### src/rtl/proc_oci_pkg.sv
// Shared constants and types for the OCI debug-trace unpacking path.
//   CODE_W : bits per trace code
//   DEPTH  : maximum codes per packed word
//   CNT_W  : width of the code count / code index
//   STAT_W : width of the emitted-code statistics counter
//   BUF_W  : packed buffer width (CODE_W * DEPTH)
package proc_oci_pkg;

  localparam int CODE_W = 2;
  localparam int DEPTH  = 15;
  localparam int CNT_W  = 4;
  localparam int STAT_W = 16;
  localparam int BUF_W  = CODE_W * DEPTH;

  typedef enum logic [1:0] {
    IDLE  = 2'd0,
    SHIFT = 2'd1,
    DONE  = 2'd2
  } state_e;

endpackage

### src/rtl/proc_oci_sat_counter.sv
// Saturating up-counter.
//   clk   : rising-edge clock
//   reset : synchronous, active-high; clears the count
//   inc   : add one this cycle (ignored once the count is all ones)
//   count : current count
module proc_oci_sat_counter #(
  parameter int W = 16
) (
  input  logic         clk,
  input  logic         reset,
  input  logic         inc,
  output logic [W-1:0] count
);

  logic [W-1:0] cnt_q;
  logic [W-1:0] cnt_d;

  always_comb begin
    cnt_d = cnt_q;
    if (inc && (cnt_q != {W{1'b1}})) cnt_d = cnt_q + 1'b1;
  end

  always_ff @(posedge clk) begin
    if (reset) cnt_q <= '0;
    else       cnt_q <= cnt_d;
  end

  assign count = cnt_q;

endmodule

### src/rtl/proc_oci_dct_unpacker.sv
// Consumer end of the OCI trace packing path. Accepts packed words of up to
// DEPTH two-bit trace codes and emits them one per cycle over a valid/ready
// handshake. Once test_ending is seen, no further words are accepted; the
// word in flight drains and test_has_ended is raised (sticky until reset).
//   clk, reset     : single clock, synchronous active-high reset
//   in_valid/ready : packed-word handshake (dct_buffer, dct_count)
//   test_ending    : level request for end-of-test drain
//   code_valid/ready, code, code_index, code_last : serialized code output
//   test_has_ended : drain complete
//   codes_emitted  : saturating count of code handshakes
// in_ready depends combinationally on code_ready so the next word can be
// taken in the same cycle as the last code of the current one; the sink must
// not derive code_ready from in_ready.
module proc_oci_dct_unpacker
  import proc_oci_pkg::*;
(
  input  logic              clk,
  input  logic              reset,
  input  logic              in_valid,
  output logic              in_ready,
  input  logic [BUF_W-1:0]  dct_buffer,
  input  logic [CNT_W-1:0]  dct_count,
  input  logic              test_ending,
  output logic              code_valid,
  input  logic              code_ready,
  output logic [CODE_W-1:0] code,
  output logic [CNT_W-1:0]  code_index,
  output logic              code_last,
  output logic              test_has_ended,
  output logic [STAT_W-1:0] codes_emitted
);

  state_e             state_q,     state_d;
  logic [BUF_W-1:0]   shift_q,     shift_d;
  logic [CNT_W-1:0]   remaining_q, remaining_d;
  logic [CNT_W-1:0]   index_q,     index_d;
  logic               ending_q,    ending_d;

  logic accept;
  logic load;
  logic code_hs;
  logic last_code;

  assign last_code = (state_q == SHIFT) && (remaining_q == CNT_W'(1));
  assign code_hs   = (state_q == SHIFT) && code_ready;

  assign in_ready = !reset && !ending_q && !test_ending &&
                    ((state_q == IDLE) || (last_code && code_ready));

  assign accept = in_valid && in_ready;
  // An empty word is consumed but produces nothing.
  assign load   = accept && (dct_count != '0);

  always_comb begin
    state_d     = state_q;
    shift_d     = shift_q;
    remaining_d = remaining_q;
    index_d     = index_q;
    ending_d    = ending_q | test_ending;

    case (state_q)
      IDLE: begin
        if (ending_d) state_d = DONE;
      end
      SHIFT: begin
        if (code_hs) begin
          shift_d     = shift_q >> CODE_W;
          remaining_d = remaining_q - 1'b1;
          index_d     = index_q + 1'b1;
          if (last_code) state_d = ending_d ? DONE : IDLE;
        end
      end
      DONE: ;
      default: state_d = IDLE;
    endcase

    // Acceptance is only possible in IDLE or on the final code handshake
    // with no drain pending, so it safely overrides the choices above.
    if (load) begin
      shift_d     = dct_buffer;
      remaining_d = dct_count;
      index_d     = '0;
      state_d     = SHIFT;
    end
  end

  always_ff @(posedge clk) begin
    if (reset) begin
      state_q     <= IDLE;
      shift_q     <= '0;
      remaining_q <= '0;
      index_q     <= '0;
      ending_q    <= 1'b0;
    end else begin
      state_q     <= state_d;
      shift_q     <= shift_d;
      remaining_q <= remaining_d;
      index_q     <= index_d;
      ending_q    <= ending_d;
    end
  end

  assign code_valid     = (state_q == SHIFT);
  assign code           = shift_q[CODE_W-1:0];
  assign code_index     = index_q;
  assign code_last      = last_code;
  assign test_has_ended = (state_q == DONE);

  proc_oci_sat_counter #(
    .W (STAT_W)
  ) u_stat (
    .clk   (clk),
    .reset (reset),
    .inc   (code_hs),
    .count (codes_emitted)
  );

endmodule

### config.mk
export PLATFORM = sky130hd
export DESIGN_NAME = proc_oci_dct_unpacker
export DESIGN_NICKNAME = d
export VERILOG_FILES = /design/src/rtl/proc_oci_pkg.sv /design/src/rtl/proc_oci_sat_counter.sv /design/src/rtl/proc_oci_dct_unpacker.sv
export SDC_FILE = /design/constraint.sdc
export NUM_CORES = 1
export LEC_CHECK = 0
export ABC_AREA = 1
export CELL_PAD_IN_SITES_DETAIL_PLACEMENT = 1
export CELL_PAD_IN_SITES_GLOBAL_PLACEMENT = 1
export CORE_MARGIN = 4
export CORE_UTILIZATION = 25
export CTS_CLUSTER_SIZE = 30
export DETAILED_ROUTE_END_ITERATION = 16
export GPL_ROUTABILITY_DRIVEN = 0
export PLACE_DENSITY = 0.59
export REMOVE_ABC_BUFFERS = 1
export SLEW_MARGIN = 5
export SYNTH_ARGS = -nofsm -noshare
export SYNTH_HDL_FRONTEND = slang
export SYNTH_HIERARCHICAL = 1
export SYNTH_SLANG_ARGS = --single-unit
### constraint.sdc
create_clock -name clk -period 1.8 [get_ports clk]
set_input_delay 0.27 -clock clk [delete_from_list [all_inputs] [get_ports clk]]
set_output_delay 0.27 -clock clk [all_outputs]
set_load 0.01 [all_outputs]
Yosys cells after proc, flatten, opt, wreduce, memory -nomap -nowiden. Cells that the tools add are included.

Mux-type cells: 12. Equal/unequal tests: 11. Add/subtract/negate cells: 3. Reduce and logical (&&, ||, !) cells: 22. Bitwise logic cells: 2.

Operators with widths (count): $mux 30 (3); $add 16x1->16 const B (1); $ne 16x16->1 const B (1); $mux 4 (3); $logic_and 1x1->1 (9); $mux 2 (4); $reduce_and 4->1 (2); $ne 2x1->1 const B (3); $ne 3x1->1 const B (2); $pmux 2 s3 (1); $add 4x1->4 const B (1); $eq 4x1->1 const B (1); $reduce_and 2->1 (2); $reduce_bool 2->1 (2); $reduce_bool 4->1 (1); $sub 4x1->4 const B (1); $logic_not 1->1 (3); $ne 3x3->1 const B (1); $eq 2x1->1 const B (1); $eq 2x2->1 const B (1); $logic_not 2->1 (1); $ne 2x2->1 const B (1); $reduce_or 2->1 (1); $logic_or 1x1->1 (1); 3 further kinds (3).

Register bits: 57. Logic and storage cells: 57. Output and inout bits: 26.

Logic depth before layout (Yosys ltp).
Word-level depth: 9. Mapped depth: 14.

Cells and area by module. The synthesis kept the hierarchy.

By module, submodules not included: proc_oci_dct_unpacker (area each 2264.7 sq um, sequential area each 820.8 sq um, times used 1, cells an instance 348); proc_oci_sat_counter (area each 929.6 sq um, sequential area each 320.3 sq um, times used 1, cells an instance 149).

Worst setup path after synthesis. Ideal clock, no wire load.

Kind: reg-to-reg. Start point: register state_q[1]. End point: register u_stat.cnt_q[13], in the netlist u_stat/count[13]. Arrival: 1.629 ns. Data required time: 1.685 ns. Path slack: 0.056 ns. Stages on the path, launching flop included: 14. Buffers on the path: 2. Cells stage by stage: dfxtp_1 -> inv_1 -> nand2_1 -> inv_2 -> nand2_1 -> inv_2 -> buf_2 -> buf_2 -> nand3_1 -> or2_0 -> nor2_1 -> nand3_1 -> nand2_1 -> nor2_1.

Cells in the longest elaborated chain, start to end: 3.

Ends and longest elaborated chain: from (decl) (line proc_oci_dct_unpacker.sv:33) `state_e state_q, state_d;`; from (signal assigned) (line proc_oci_dct_unpacker.sv:95) `state_q <= state_d;`; $eq 2x1->1; net code_valid (line proc_oci_dct_unpacker.sv:24) `output logic code_valid,`; $logic_and 1x1->1 (line proc_oci_dct_unpacker.sv:45) `assign code_hs = (state_q == SHIFT) && code_ready;`; net code_hs (line proc_oci_dct_unpacker.sv:41) `logic code_hs;`; $logic_and 1x1->1 (line proc_oci_sat_counter.sv:20) `if (inc && (cnt_q != {W{1'b1}})) cnt_d = cnt_q + 1'b1;`; to (signal assigned) (line proc_oci_sat_counter.sv:25) `else cnt_q <= cnt_d;`; to (decl) (line proc_oci_sat_counter.sv:15) `logic [W-1:0] cnt_q;`.

The timed path passes the listed nets, and every way through them passes these cells. A chain may end at the register's enable or synchronous reset.

Final worst setup path.
Start point: register remaining_q[1]. End point: output in_ready.

Cells in the longest elaborated chain, start to end: 5.

Ends and longest elaborated chain: from (decl) (line proc_oci_dct_unpacker.sv:35) `logic [CNT_W-1:0] remaining_q, remaining_d;`; from (signal assigned) (line proc_oci_dct_unpacker.sv:97) `remaining_q <= remaining_d;`; $eq 4x1->1 (line proc_oci_dct_unpacker.sv:44) `assign last_code = (state_q == SHIFT) && (remaining_q == CNT_W'(1));`; $logic_and 1x1->1 (line proc_oci_dct_unpacker.sv:44); $logic_and 1x1->1 (line proc_oci_dct_unpacker.sv:48) `((state_q == IDLE) || (last_code && code_ready));`; $logic_or 1x1->1 (line proc_oci_dct_unpacker.sv:48); $logic_and 1x1->1 (line proc_oci_dct_unpacker.sv:47) `assign in_ready = !reset && !ending_q && !test_ending &&`; to (decl) (line proc_oci_dct_unpacker.sv:20) `output logic in_ready,`.

Every way passes these cells.

==> metrics.txt <==
share of cells above drive strength 1 11.92%; WS Path Type flip-flop to primary output; Reg2Reg Depth 8; commonest cells after routing, fill and taps aside nand2_1, clkdlybuf4s50_1, dfxtp_1; post-synth cell types 29; required time of the critical path 1.53 ns; top cell type's share of synthesized area 35.72%; Die X 121.0 µm; Routed wire per std cell 12.95 µm; Fillers 1618; crit start category flip-flop; CP endpoint kind primary output; Hold Crit Start shift_q[28]; # clock sinks 57; total CTS buffers 9; via count 3403; DRC viols 0; status completed; Antenna Nets Post-Route 0; Max stage delay cell, worst path dfxtp_1; CTS Hold Bufs 0; TritonRoute pass-1 iters 4; Final HPWL DP 7.179 mm; RSZ-0062 raised after global routing yes; Final Critical Period 1.723 ns; commonest non-fill, non-tap cell in the layout nand2_1; global-route wire length before repair 16.75 mm; Bufs and invs on worst path 2; area grow syn2layout 39.09%; Register Area 0.001141 mm²; slowest stage delay, CP 0.30 ns; worst path cell trace inv_1 > ha_1 > nand3_1 > a21oi_4 > buf_6; final hold vios 0; H-tree lvl count 3; Post-Syn Area 0.003194 mm²; Slew Limit Fails 0; Finish-stage setup viols 0; Worst R2R Setup Slack 0.17 ns; WHS 0.4747 ns; deepest clock path buffer count 2; Detailed Route Iter0 Violations 111; Row Count 41; Yosys warnings 6; PortBufs 64; dpl cells 734; clock latency on the worst-skew pair 0.33 ns; Hold Crit Class flip-flop to flip-flop; Multi-input gate area 0.001703 mm²; Max-cap violations 0; largest net degree at the start of global routing 32; global route overflow 0; area leader, netlist dfxtp_1; fmax 580.5 MHz; synth top area cells dfxtp_1, nand2_1, nand3_1; final clock skew 0.005122 ns; sequential share of the synthesized area 35.72%; Max-slew headroom 75.75%; Final Instance Count excl. Fillers 751; nets@finish 617; Routed WL 9.729 mm; leakage power figure 0.001920 µW; Post-Syn Instances 497; Initial Util 25.42%; gr usage total 14.33%; Via density 4.531; Arrival @ worst endpoint 1.45 ns; crit path max fanout 2; vias in the first global route 3514; Max VDD drop 0.3406 mV; RR Startpoint remaining_q[1]; # IOs 65; worst hold path stage count 2; Root Driver clkbuf_16; FF-to-FF End shift_q[19]; hold endpoint shift_q[28]; area of the core 0.01257 mm²; average size of a mapped cell 6.427 µm²; synthesis-stage register bit count 57; die area 0.01465 mm²; die height 121.0 µm; clock-pin slew on the worst setup and hold paths 0.05 ns; Worst-Margin Slew 0.3637 ns; CTS tree built; Worst path top cell family by delay flip-flops; initial antenna violation count 0; fin crit share 95.70%; Antenna Cells 0; PwrDens 753.1 mW/mm²
[timing repair]
item                       in CTS  in global routing
setup endpoints to repair      28                  8
gates resized for setup         7                  4
buffers inserted                0                  1
pin swaps                       1                  2
[stage by stage]
step	instance area [µm²]	total power, µW	setup TNS (ns)	util, %	setup WS, ns
finish	4443	3346	0	35.35	0.07739
global route	4443	3518	-0.009113	35.35	-0.009113
CTS	4420	3418	0	35.17	0.001712
detailed placement	4140	1788	-8.911	32.94	-0.3388
global placement	4140	1778	-9.277	32.94	-0.3607
floorplan	3030	1540	-31.15	-	-0.8769
[registers in the layout, summed over array words and instances (netlist names)]
register,cells
u_stat/count,16
shift_q,30
code_index,4
remaining_q,4
ending_q,1
state_q,2
[where the power goes]
| group | switching [µW] | leakage [µW] | total, µW | internal (µW) |
|---|---|---|---|---|
| Combinational | 218 | 0.00132 | 425 | 207 |
| Clock | 590 | 0.000139 | 1590 | 998 |
| Sequential | 23.9 | 0.000462 | 1330 | 1310 |
| Total | 831 | 0.00192 | 3350 | 2510 |
[routing by layer]
layer | track usage (%) | vias to the layer above | share of wire, %
met5 | 0 | - | 0
met4 | 6.657 | 0 | 1.9
met3 | 2.704 | 12 | 3.4
met2 | 24.18 | 53 | 48
met1 | 17.60 | 1586 | 46
li1 | - | 1752 | -
[cell families (layout without fill, tap and decap cells)]
| family | after synthesis | in the layout | synth area share, % |
|---|---|---|---|
| AND/OR/NAND/NOR | 302 | 302 | 42.77 |
| buffers and inverters | 84 | 166 | 11.48 |
| flip-flops | 57 | 57 | 35.72 |
| AO/OA/AOI/OAI | 46 | 46 | 7.364 |
| adder cells (fa/ha/maj) | 4 | 4 | 1.567 |
| XOR/XNOR | 4 | 4 | 1.097 |
[worst max path at each step]
| stage | startpoint | to | slack, ns | cells past startpoint |
|---|---|---|---|---|
| 2_1_floorplan | dct_count[0] | shift_q[28] | -0.88 | 7 |
| 3_3_place_gp | test_ending | in_ready | -0.36 | 6 |
| 3_5_place_dp | test_ending | in_ready | -0.34 | 6 |
| 4_1_cts | remaining_q[1] | in_ready | 0.002 | 5 |
| 5_1_grt | remaining_q[1] | in_ready | -0.009 | 5 |
| 6_report | remaining_q[1] | in_ready | 0.08 | 5 |
[synthesized netlist by cell type (all sizes together)]
library cell,count
nand2,152
nor2,61
dfxtp,57
inv,54
nand3,49
a21oi,41
nand4,34
buf,20
clkbuf,10
ha,4
o21ai,4
or2,3
xor2,3
nor3b,2
nor3,1
o22ai,1
xnor2,1
[worst min-delay path, cell delays in order (launching register included)]
cell and delay [ns]:
dfxtp_1 0.31, nand3_1 0.07, o21ai_1 0.05
[final cells by class]
type / count / share of cell area, %
clock buffers: 13 / 5.858
clock inverters: 3 / 0.3379
inverters: 54 / 4.618
multi-input cells: 356 / 38.33
flip-flops and latches: 57 / 25.68
well taps: 172 / 4.844
repair buffers: 96 / 20.33
(Power assumes the default switching activity.)
